**src/rtl/key_report_pkg.sv**
```systemverilog
`default_nettype none
// ============================================================================
// Module      : key_report_pkg
// Description : Shared types and constants for the key report transmitter:
//               FSM state encoding, key bit indices, ASCII report characters
//               and small helpers for character and bit selection.
// Revision    : 1.0 - initial release
// ============================================================================
package key_report_pkg;

  // Report FSM states; CR/LF are only reachable with the terminator build.
  typedef enum logic [2:0] {
    ST_IDLE = 3'd0,
    ST_LOAD = 3'd1,
    ST_WAIT = 3'd2,
    ST_CR   = 3'd3,
    ST_LF   = 3'd4,
    ST_DONE = 3'd5
  } state_t;

  // Bit positions inside the key vector {up,down,left,right,j,k,l,atk}.
  localparam logic [2:0] c_KEY_UP    = 3'd7;
  localparam logic [2:0] c_KEY_DOWN  = 3'd6;
  localparam logic [2:0] c_KEY_LEFT  = 3'd5;
  localparam logic [2:0] c_KEY_RIGHT = 3'd4;
  localparam logic [2:0] c_KEY_J     = 3'd3;
  localparam logic [2:0] c_KEY_K     = 3'd2;
  localparam logic [2:0] c_KEY_L     = 3'd1;
  localparam logic [2:0] c_KEY_ATK   = 3'd0;

  // Press characters are lowercase; releases are uppercase (atk uses 'Z').
  localparam logic [7:0] c_CH_UP_PRESS      = 8'h77;
  localparam logic [7:0] c_CH_UP_RELEASE    = 8'h57;
  localparam logic [7:0] c_CH_DOWN_PRESS    = 8'h73;
  localparam logic [7:0] c_CH_DOWN_RELEASE  = 8'h53;
  localparam logic [7:0] c_CH_LEFT_PRESS    = 8'h61;
  localparam logic [7:0] c_CH_LEFT_RELEASE  = 8'h41;
  localparam logic [7:0] c_CH_RIGHT_PRESS   = 8'h64;
  localparam logic [7:0] c_CH_RIGHT_RELEASE = 8'h44;
  localparam logic [7:0] c_CH_J_PRESS       = 8'h6A;
  localparam logic [7:0] c_CH_J_RELEASE     = 8'h4A;
  localparam logic [7:0] c_CH_K_PRESS       = 8'h6B;
  localparam logic [7:0] c_CH_K_RELEASE     = 8'h4B;
  localparam logic [7:0] c_CH_L_PRESS       = 8'h6C;
  localparam logic [7:0] c_CH_L_RELEASE     = 8'h4C;
  localparam logic [7:0] c_CH_ATK_PRESS     = 8'h20;
  localparam logic [7:0] c_CH_ATK_RELEASE   = 8'h5A;
  localparam logic [7:0] c_CH_CR            = 8'h0D;
  localparam logic [7:0] c_CH_LF            = 8'h0A;

  // Index of the highest set bit; reports go out MSB first.
  function automatic logic [2:0] msb_index(input logic [7:0] d);
    logic [2:0] idx;
    idx = '0;
    for (int i = 0; i < 8; i++) begin
      if (d[i]) idx = 3'(i);
    end
    return idx;
  endfunction

  // ASCII character for key idx, press or release.
  function automatic logic [7:0] key_char(input logic [2:0] idx, input logic pressed);
    logic [7:0] p;
    logic [7:0] r;
    p = c_CH_ATK_PRESS;
    r = c_CH_ATK_RELEASE;
    case (idx)
      c_KEY_UP:    begin p = c_CH_UP_PRESS;    r = c_CH_UP_RELEASE;    end
      c_KEY_DOWN:  begin p = c_CH_DOWN_PRESS;  r = c_CH_DOWN_RELEASE;  end
      c_KEY_LEFT:  begin p = c_CH_LEFT_PRESS;  r = c_CH_LEFT_RELEASE;  end
      c_KEY_RIGHT: begin p = c_CH_RIGHT_PRESS; r = c_CH_RIGHT_RELEASE; end
      c_KEY_J:     begin p = c_CH_J_PRESS;     r = c_CH_J_RELEASE;     end
      c_KEY_K:     begin p = c_CH_K_PRESS;     r = c_CH_K_RELEASE;     end
      c_KEY_L:     begin p = c_CH_L_PRESS;     r = c_CH_L_RELEASE;     end
      c_KEY_ATK:   begin p = c_CH_ATK_PRESS;   r = c_CH_ATK_RELEASE;   end
      default:     begin p = c_CH_ATK_PRESS;   r = c_CH_ATK_RELEASE;   end
    endcase
    return pressed ? p : r;
  endfunction

  // Line terminator character: stage 0 gives CR, stage 1 gives LF.
  function automatic logic [7:0] term_char(input logic stage);
    return stage ? c_CH_LF : c_CH_CR;
  endfunction

endpackage : key_report_pkg
`default_nettype wire

```
**src/rtl/uart_tx_serializer.sv**
```systemverilog
`default_nettype none
// ============================================================================
// Module      : uart_tx_serializer
// Description : 8N1 UART transmitter. A one-cycle tx_start loads a byte and
//               launches start bit, 8 data bits LSB first and one stop bit,
//               each CLKS_PER_BIT cycles long. busy covers the start request
//               cycle so a caller never sees a gap before the frame begins.
// Revision    : 1.0 - initial release
// ============================================================================
module uart_tx_serializer #(
  parameter int unsigned CLKS_PER_BIT = 868
) (
  input  logic       CLK,
  input  logic       RESET_N,
  input  logic       tx_start,
  input  logic [7:0] tx_byte,
  output logic       busy,
  output logic       tx
);

  localparam int unsigned          c_BAUD_W    = $clog2(CLKS_PER_BIT);
  localparam logic [c_BAUD_W-1:0]  c_BAUD_MAX  = c_BAUD_W'(CLKS_PER_BIT - 1);
  // Bit slot 0 is the start bit, 1..8 data, 9 the stop bit.
  localparam logic [3:0]           c_BIT_LAST  = 4'd8;
  localparam logic [3:0]           c_BIT_STOP  = 4'd9;

  logic                r_busy;
  logic                r_tx;
  logic [7:0]          r_shift;
  logic [c_BAUD_W-1:0] r_baud;
  logic [3:0]          r_bit;

  // Frame sequencer: baud counter paces bit slots, shift register feeds data.
  always_ff @(posedge CLK or negedge RESET_N) begin
    if (!RESET_N) begin
      r_busy  <= 1'b0;
      r_tx    <= 1'b1;
      r_shift <= '0;
      r_baud  <= '0;
      r_bit   <= '0;
    end else if (tx_start) begin
      r_busy  <= 1'b1;
      r_tx    <= 1'b0;
      r_shift <= tx_byte;
      r_baud  <= '0;
      r_bit   <= '0;
    end else if (r_busy) begin
      if (r_baud == c_BAUD_MAX) begin
        r_baud <= '0;
        if (r_bit == c_BIT_STOP) begin
          r_busy <= 1'b0;
        end else begin
          r_bit <= r_bit + 4'd1;
          if (r_bit == c_BIT_LAST) begin
            r_tx <= 1'b1;
          end else begin
            r_tx    <= r_shift[0];
            r_shift <= {1'b0, r_shift[7:1]};
          end
        end
      end else begin
        r_baud <= r_baud + 1'b1;
      end
    end
  end

  assign busy = r_busy | tx_start;
  assign tx   = r_tx;

endmodule : uart_tx_serializer
`default_nettype wire

```
**src/rtl/key_report_tx.sv**
```systemverilog
`default_nettype none
// ============================================================================
// Module      : key_report_tx
// Description : Watches the 8-bit key vector and reports every change over
//               UART 8N1: lowercase on press, uppercase on release, one byte
//               per changed bit, MSB first. Changes arriving during a report
//               are picked up by the next pass.
//               Build option KEY_REPORT_CRLF_EN: append CR LF to each report.
// Revision    : 1.0 - initial release
// ============================================================================
module key_report_tx
  import key_report_pkg::*;
#(
  parameter int unsigned CLKS_PER_BIT = 868
) (
  input  logic       CLK,
  input  logic       RESET_N,
  input  logic [7:0] KEYS,
  output logic       TX,
  output logic       BUSY
);

  state_t     r_state;
  state_t     w_state_nxt;
  logic [7:0] r_reported;
  logic [7:0] w_reported_nxt;
  logic [7:0] r_snap;
  logic [7:0] w_snap_nxt;
  logic [7:0] r_delta;
  logic [7:0] w_delta_nxt;
  logic [7:0] r_byte;
  logic [7:0] w_byte_nxt;
  logic       r_tx_start;
  logic       w_tx_start_nxt;
  logic [2:0] w_idx;
  logic       w_ser_busy;
`ifdef KEY_REPORT_CRLF_EN
  // Terminator progress: 0 none sent, 1 CR sent, 2 CR and LF sent.
  logic [1:0] r_term;
  logic [1:0] w_term_nxt;
`endif

  // State and report registers; reset clears all history so held keys re-report.
  always_ff @(posedge CLK or negedge RESET_N) begin
    if (!RESET_N) begin
      r_state    <= ST_IDLE;
      r_reported <= '0;
      r_snap     <= '0;
      r_delta    <= '0;
      r_byte     <= '0;
      r_tx_start <= 1'b0;
`ifdef KEY_REPORT_CRLF_EN
      r_term     <= '0;
`endif
    end else begin
      r_state    <= w_state_nxt;
      r_reported <= w_reported_nxt;
      r_snap     <= w_snap_nxt;
      r_delta    <= w_delta_nxt;
      r_byte     <= w_byte_nxt;
      r_tx_start <= w_tx_start_nxt;
`ifdef KEY_REPORT_CRLF_EN
      r_term     <= w_term_nxt;
`endif
    end
  end

  // Next-state logic: capture, emit one byte per changed bit, then commit.
  always_comb begin
    w_state_nxt    = r_state;
    w_reported_nxt = r_reported;
    w_snap_nxt     = r_snap;
    w_delta_nxt    = r_delta;
    w_byte_nxt     = r_byte;
    w_tx_start_nxt = 1'b0;
    w_idx          = msb_index(r_delta);
`ifdef KEY_REPORT_CRLF_EN
    w_term_nxt     = r_term;
`endif
    case (r_state)
      ST_IDLE: begin
        if (KEYS != r_reported) begin
          w_snap_nxt  = KEYS;
          w_delta_nxt = KEYS ^ r_reported;
          w_state_nxt = ST_LOAD;
`ifdef KEY_REPORT_CRLF_EN
          w_term_nxt  = 2'd0;
`endif
        end
      end
      ST_LOAD: begin
        w_delta_nxt    = r_delta & ~(8'b1 << w_idx);
        w_byte_nxt     = key_char(w_idx, r_snap[w_idx]);
        w_tx_start_nxt = 1'b1;
        w_state_nxt    = ST_WAIT;
      end
      ST_WAIT: begin
        if (!w_ser_busy) begin
          if (r_delta != '0) begin
            w_state_nxt = ST_LOAD;
          end else begin
`ifdef KEY_REPORT_CRLF_EN
            case (r_term)
              2'd0:    w_state_nxt = ST_CR;
              2'd1:    w_state_nxt = ST_LF;
              default: w_state_nxt = ST_DONE;
            endcase
`else
            w_state_nxt = ST_DONE;
`endif
          end
        end
      end
`ifdef KEY_REPORT_CRLF_EN
      ST_CR: begin
        w_byte_nxt     = term_char(1'b0);
        w_tx_start_nxt = 1'b1;
        w_term_nxt     = 2'd1;
        w_state_nxt    = ST_WAIT;
      end
      ST_LF: begin
        w_byte_nxt     = term_char(1'b1);
        w_tx_start_nxt = 1'b1;
        w_term_nxt     = 2'd2;
        w_state_nxt    = ST_WAIT;
      end
`endif
      ST_DONE: begin
        w_reported_nxt = r_snap;
        w_state_nxt    = ST_IDLE;
      end
      default: begin
        w_state_nxt = ST_IDLE;
      end
    endcase
  end

  uart_tx_serializer #(
    .CLKS_PER_BIT (CLKS_PER_BIT)
  ) u_ser (
    .CLK      (CLK),
    .RESET_N  (RESET_N),
    .tx_start (r_tx_start),
    .tx_byte  (r_byte),
    .busy     (w_ser_busy),
    .tx       (TX)
  );

  assign BUSY = (r_state != ST_IDLE);

endmodule : key_report_tx
`default_nettype wire

```
**config.mk**
```make
export PLATFORM = sky130hd
export DESIGN_NAME = key_report_tx
export DESIGN_NICKNAME = d
export VERILOG_FILES = /design/src/rtl/key_report_pkg.sv /design/src/rtl/uart_tx_serializer.sv /design/src/rtl/key_report_tx.sv
export SDC_FILE = /design/constraint.sdc
export NUM_CORES = 1
export LEC_CHECK = 0
export CAP_MARGIN = 10
export CORE_MARGIN = 3
export CORE_UTILIZATION = 54
export DETAILED_ROUTE_END_ITERATION = 8
export PLACE_DENSITY_LB_ADDON = 0.05
export REMOVE_ABC_BUFFERS = 1
export SETUP_SLACK_MARGIN = 0.02
export SKIP_LAST_GASP = 1
export SYNTH_ARGS = -nofsm -noshare
export SYNTH_HDL_FRONTEND = slang
export SYNTH_SLANG_ARGS = --single-unit
```
**constraint.sdc**
```tcl
create_clock -name CLK -period 5.2 [get_ports CLK]
set_input_delay 0.78 -clock CLK [delete_from_list [all_inputs] [get_ports CLK]]
set_output_delay 0.78 -clock CLK [all_outputs]
set_load 0.01 [all_outputs]
```
==> results of run 1 <==
==> metal layers <==
metal	part of all wire [%]	routed length, um
met1	50	2827
met5	0	0
met4	2.4	133
met2	45	2533
met3	2.6	148
==> path summary, 6_finish.rpt <==
kind	start	endpoint	slack [ns]	cells past startpoint
min in group asynchronous	RESET_N	u_ser.r_bit[2]	0.58	2
min reg2reg	u_ser.r_shift[2]	u_ser.r_shift[2]	0.48	2
min	u_ser.r_shift[2]	u_ser.r_shift[2]	0.48	2
max in group asynchronous	RESET_N	r_delta[4]	4.14	2
max reg2reg	r_tx_start	u_ser.r_baud[8]	3.20	4
max	r_state[1]	BUSY	2.49	3
==> cells in the final DEF, fill, tap and decap left out, drive strengths merged, types with 12 or more instances in the layout <==
cell    instances
clkbuf         14
dfrtp          57
nor2           24
a21oi          12
nand2          40
mux2           16
xor2           12
o21ai          20
inv            12
==> worst min-delay path, cell delays in order (launching register included) <==
cell     delay [ns]
dfrtp_1        0.34
nand2_1        0.06
o21ai_2        0.05
==> per-stage QoR <==
step           hold WS, ns  total power [mW]  setup slack [ns]  cell area (um^2)
2_1_floorplan       0.4496             1.211             3.178              2917
3_3_place_gp        0.4694             1.382             2.599              3117
3_5_place_dp        0.4770             1.401             2.549              3117
4_1_cts             0.4899             1.790             2.479              3299
5_1_grt             0.5217             1.913             2.346              3299
6_report            0.4810             1.776             2.490              3299
==> sequential cells by signal (all words and copies together), names as in the netlist <==
register / flops
r_state: 3
u_ser.r_shift: 7
r_tx_start: 1
u_ser.r_busy: 1
r_snap: 8
r_reported: 8
u_ser.tx: 1
u_ser.r_bit: 4
u_ser.r_baud: 10
r_byte: 7
r_delta: 8
==> logic make-up (layout without fill, tap and decap cells) <==
kind of cell,after synthesis,in the layout,share of synthesized area [%]
XOR/XNOR,17,17,5.013
AND/OR/NAND/NOR,100,100,16.89
AO/OA/AOI/OAI,56,56,12.64
buffers and inverters,22,41,3.454
adder cells (fa/ha/maj),10,10,4.212
flip-flops,58,58,48.91
multiplexers,24,24,8.888
==> power by group through the flow <==
stage / Sequential (mW) / Combinational (mW) / Clock (mW)
4_1_cts: 0.766 / 0.632 / 0.392
3_5_place_dp: 0.774 / 0.626 / 0
2_1_floorplan: 0.717 / 0.494 / 0
6_report: 0.767 / 0.626 / 0.383
5_1_grt: 0.790 / 0.715 / 0.407
3_3_place_gp: 0.769 / 0.613 / 0
==> cell type report <==
class / count / share of cell area, %
Clock buffer: 14 / 5.233
Multi-Input combinational cell: 207 / 42.89
Timing Repair Buffer: 12 / 3.413
Sequential cell: 58 / 44.03
Inverter: 13 / 1.479
Tap cell: 70 / 2.655
Clock inverter: 2 / 0.3034
==> flow_summary.yaml, run 1 <==
setup_path:
  crit_type: "reg -> out"
  crit_buf_inv: 2
  critPathMaxStageDelay_ns: 0.51
  crit_family: "buffers and inverters"
  crit_path_end_kind: "output port"
  cp_max_fo: 9
  worstPathArrival_ns: 1.93
  cp-start-kind: "flip-flop"
  path_cells: "nor3_2 > inv_1 > clkdlybuf4s50_1"
  cp.required_ns: 4.42
  slowest_stage: "clkdlybuf4s50_1"
detailed_routing:
  via_count: 2088
  routedWlPerCell_um: 15.01
  wl_mm: 5.642
  dr.first_iter.drc_count: 102
  first_pass_iters: 4
  route.detailed.drc: 0
  drt-vias-per-instance: 5.553
  ant_nets: 0
layout:
  diodes: 0
  drive_gt1_share_pct: 16.67
  fin_util_pct: 63.39
  fin_cells: 376
  area_growth_pct: 11.08
  fillerInstances: 445
  fin_nets: 321
  multi_input_area_um2: 1415
  seqCellArea_um2: 1453
flow_run:
  cap_violations: 0
global_routing:
  grt_pass1_vias: 2027
  gr-max-usage-layer: "met2"
  grt_use_total_pct: 20.13
  grt_max_degree: 59
  grt_overflow_total: 0
  grt_use_met1_pct: 28.26
  grt_pass1_wl_mm: 9.791
  antenna_found_initial: 0
  met3_usage_pct: 3.587
  grt.met2_usage_pct: 29.64
floorplanning:
  coreArea_um2: 5205
  fp.dieArea_um2: 6426
  start_util_pct: 57.07
  fp.dieW_um: 80.17
  die_h_um: 80.17
  num_rows: 26
  ioPinCount: 12
power_and_ir_drop:
  p_sw_share_pct: 38.79
  pwr_density_cell_nw_per_um2: 538.3
  p_leak_nw: 1.465
  power_switching_uw: 688.9
  clockPowerShare_pct: 21.6
  p_comb_share_pct: 35.2
  internal_power_mw: 1.087
  pwr-share-seq_pct: 43.2
  max-vdd-ir-drop_mv: 0.2608
clock_network:
  cts_setup_buffers: 0
  cts_hold_buf: 0
  cts.sinks: 58
  insertion_delay_ns: 0.34
  cts_buffers: 9
  tritoncts: "built"
  post_cts_resized: 0
  cts_root_buf: "clkbuf_8"
  cts_buffer_depth: 2
  clkTransAtPathRegs_ns: 0.06
  htree_levels: 3
placement:
  hpwl_mm: 4.008
  routabilityCongestion: 0.8463
  port_buffers: 11
  placed_cells: 360
synth:
  synth_top_area_share_pct: 48.02
  synthArstFlopShare_pct: 100.0
  synth_edf_count: 0
  post-synth-top-count-cell: "dfrtp_1"
  ys_ff_latch: 58
  synth_common_cells: "dfrtp_1, nand2_1, nor2_1, mux2_2, o21ai_0"
  syn_area_um2: 2970
  synth_area_leaders: "dfrtp_1, mux2_2, nand2_1"
  syn_area_per_cell_um2: 10.35
  ys.flop_type: "dfrtp_1"
  yosysWarnings: 0
  synthesis.instances: 287
  ys_seq_area_share_pct: 48.90
  synth_area_leader_cell: "dfrtp_1"
  synth.distinct_cells: 56
worst_hold_path:
  worstHoldPathType: "reg -> reg"
sta:
  fmax_mhz: 369.0
  slew_violations: 0
  rsz0062_at_grt: "no"
  worst_slew_pin_slew_ns: 0.7499
  finalHoldViolations: 0
  fin_tns_setup_ns: 0
  final-setup-viol-count: 0
  layout_worst_path_cycle_share_pct: 52.11
  slew_headroom_pct: 50.01
  min_period_ns: 2.710
  finalClockSkew_ns: 0.008178
run_status:
  run_status: "complete, no violations"
(Power assumes the default switching activity.)
==> run 2, diff against run 1 <==
==> constraint.sdc (replaced) <==
create_clock -name CLK -period 2.18 [get_ports CLK]
set_input_delay 0.327 -clock CLK [delete_from_list [all_inputs] [get_ports CLK]]
set_output_delay 0.327 -clock CLK [all_outputs]
set_load 0.01 [all_outputs]
==> run 2 against run 1 <==
  * Critical path type is now reg -> reg
  * Cell count up 2.1%
  * Global-route usage rose by 0.21 points
  * Cell area rose by 3.4%
  * First-iteration DRC count is 25% higher
  * Largest cell class unchanged
  * Setup slack worse by 2.3 ns
  * Clock skew is 0.0030 ns lower
==> flow_summary.yaml, run 2 (synthesized netlist as in run 1, its figures left out) <==
power_and_ir_drop:
  p_leak_nw: 1.521
  max-vdd-ir-drop_mv: 0.8191
  pwr_density_cell_nw_per_um2: 1330
layout:
  top_register: "u_ser.r_baud"
  largest_reg_flops: 10
  drive_gt1_share_pct: 18.79
  area_growth_pct: 14.83
  multi_input_area_um2: 1415
  diodes: 0
  fin_nets: 329
  seqCellArea_um2: 1453
  fin_area_um2: 3411
  final_common_cell: "dfrtp_1"
  fillerInstances: 424
  final_cell_mix: "dfrtp_1, nand2_1, nor2_1"
floorplanning:
  num_rows: 26
  die_h_um: 80.17
  coreArea_um2: 5205
  fp.dieArea_um2: 6426
  fp.dieW_um: 80.17
  ioPinCount: 12
  start_util_pct: 57.07
detailed_routing:
  dr.first_iter.drc_count: 127
  drt-vias-per-instance: 5.526
  via_count: 2122
  wl_mm: 5.928
  first_pass_iters: 4
  ant_nets: 0
  route.detailed.drc: 0
  routedWlPerCell_um: 15.44
sta:
  holdWs_ns: 0.4817
  layout_worst_path_cycle_share_pct: 91.00
  rsz0062_at_grt: "no"
  finalHoldViolations: 0
  slew_headroom_pct: 59.62
  fmax_mhz: 504.1
  slew_violations: 0
  min_period_ns: 1.984
  final-setup-viol-count: 0
  worst_slew_pin_slew_ns: 0.6057
  finalClockSkew_ns: 0.005209
setup_path:
  r2r-end: "r_byte[3]"
  cp_max_fo: 4
  crit_buf_inv: 1
  cp-start-kind: "flip-flop"
  timing.rr.start: "r_delta[1]"
  crit_family: "compound AO/OA/AOI/OAI gates"
  slowest_stage: "dfrtp_1"
  r2r_cells: 8
  crit_path_end_kind: "flip-flop"
  cp.required_ns: 2.39
  crit_type: "reg -> reg"
  path_cells: "nor2b_1 > o31ai_2 > nor2_1 > or2_2 > inv_1 > ha_1 > a2bb2oi_1 > o21ai_0"
  worst-r2r-setup-slack_ns: 0.20
  critPathMaxStageDelay_ns: 0.41
  worstPathArrival_ns: 2.19
placement:
  routabilityCongestion: 0.8415
  dpl_cell_area_um2: 3182
  hpwl_mm: 4.135
  port_buffers: 11
clock_network:
  cts_hold_buf: 1
  cts_setup_buffers: 0
  cts.sinks: 58
  cts_buffer_depth: 2
  cts_root_buf: "clkbuf_8"
  cts_buffers: 9
  insertion_delay_ns: 0.34
  tritoncts: "built"
  clkTransAtPathRegs_ns: 0.06
  post_cts_resized: 0
  htree_levels: 3
global_routing:
  grt_overflow_total: 0
  grt_pass1_wl_mm: 9.715
  grt_pass1_vias: 1993
  grt_max_degree: 59
  antenna_found_initial: 0
  grt_use_total_pct: 20.34
worst_hold_path:
  worstHoldPathType: "reg -> reg"
  min_from: "u_ser.r_shift[3]"
  hold-path-endpoint: "u_ser.r_shift[3]"
  holdPathStages: 2
run_status:
  run_status: "complete, no violations"
flow_run:
  cap_violations: 0
[run 2: cell types whose count changed in the layout (fill, tap and decap cells not counted), sizes merged]
cell,delta
clkinvlp,+1
dlygate4sd3,+1
clkbuf,-3
bufinv,+2
buf,+7
[run 2: how the worst max path moves through the flow]
stage                from    endpoint  slack (ns)  cells past startpoint
6_report       r_delta[1]   r_byte[3]        0.20                      8
5_1_grt        r_delta[1]  r_delta[4]        0.07                      9
4_1_cts        r_delta[1]   r_byte[3]        0.19                      8
3_5_place_dp      KEYS[2]   r_snap[0]       -0.06                      6
3_3_place_gp      KEYS[2]   r_snap[4]        0.02                      6
2_1_floorplan  r_delta[1]   r_byte[1]        0.42                      7
[run 2: power by group]
| part | internal, mW | total (mW) | leakage, nW | switching, mW |
|---|---|---|---|---|
| Combinational | 0.748 | 1.68 | 0.681 | 0.927 |
| Clock | 0.671 | 1.10 | 0.109 | 0.431 |
| Sequential | 1.42 | 1.76 | 0.731 | 0.343 |
[run 2: metrics by stage]
step	cells	total power [mW]	TNS [ns]	utilization [%]	worst slack (ns)
after floorplan	278	2.888	0	-	0.4181
after global placement	367	3.399	0	61.13	0.02384
after detailed placement	367	3.437	-0.3127	61.13	-0.05953
after CTS	384	4.571	0	65.53	0.1891
after global routing	384	4.858	0	65.53	0.06892
final	384	4.537	0	65.53	0.1962
[run 2: final cells by class]
class	instances	area share, %
sequential	58	42.59
multi-input combinational	207	41.49
timing repair buffer	20	5.503
clock buffer	11	4.145
tap	70	2.568
clock inverter	5	2.274
inverter	13	1.431
[run 2: layer usage]
| layer | global-route usage, % | part of all wire (%) | vias up |
|---|---|---|---|
| li1 | - | - | 1051 |
| met1 | 26.61 | 49 | 1017 |
| met2 | 31.37 | 46 | 42 |
| met3 | 5.605 | 3.6 | 12 |
| met4 | 9.291 | 1.7 | 0 |
| met5 | 0 | 0 | - |
[run 2: worst min-delay path, stage by stage (launching register included)]
cell     delay, ns
dfrtp_1       0.34
nand2_1       0.06
o21ai_2       0.05
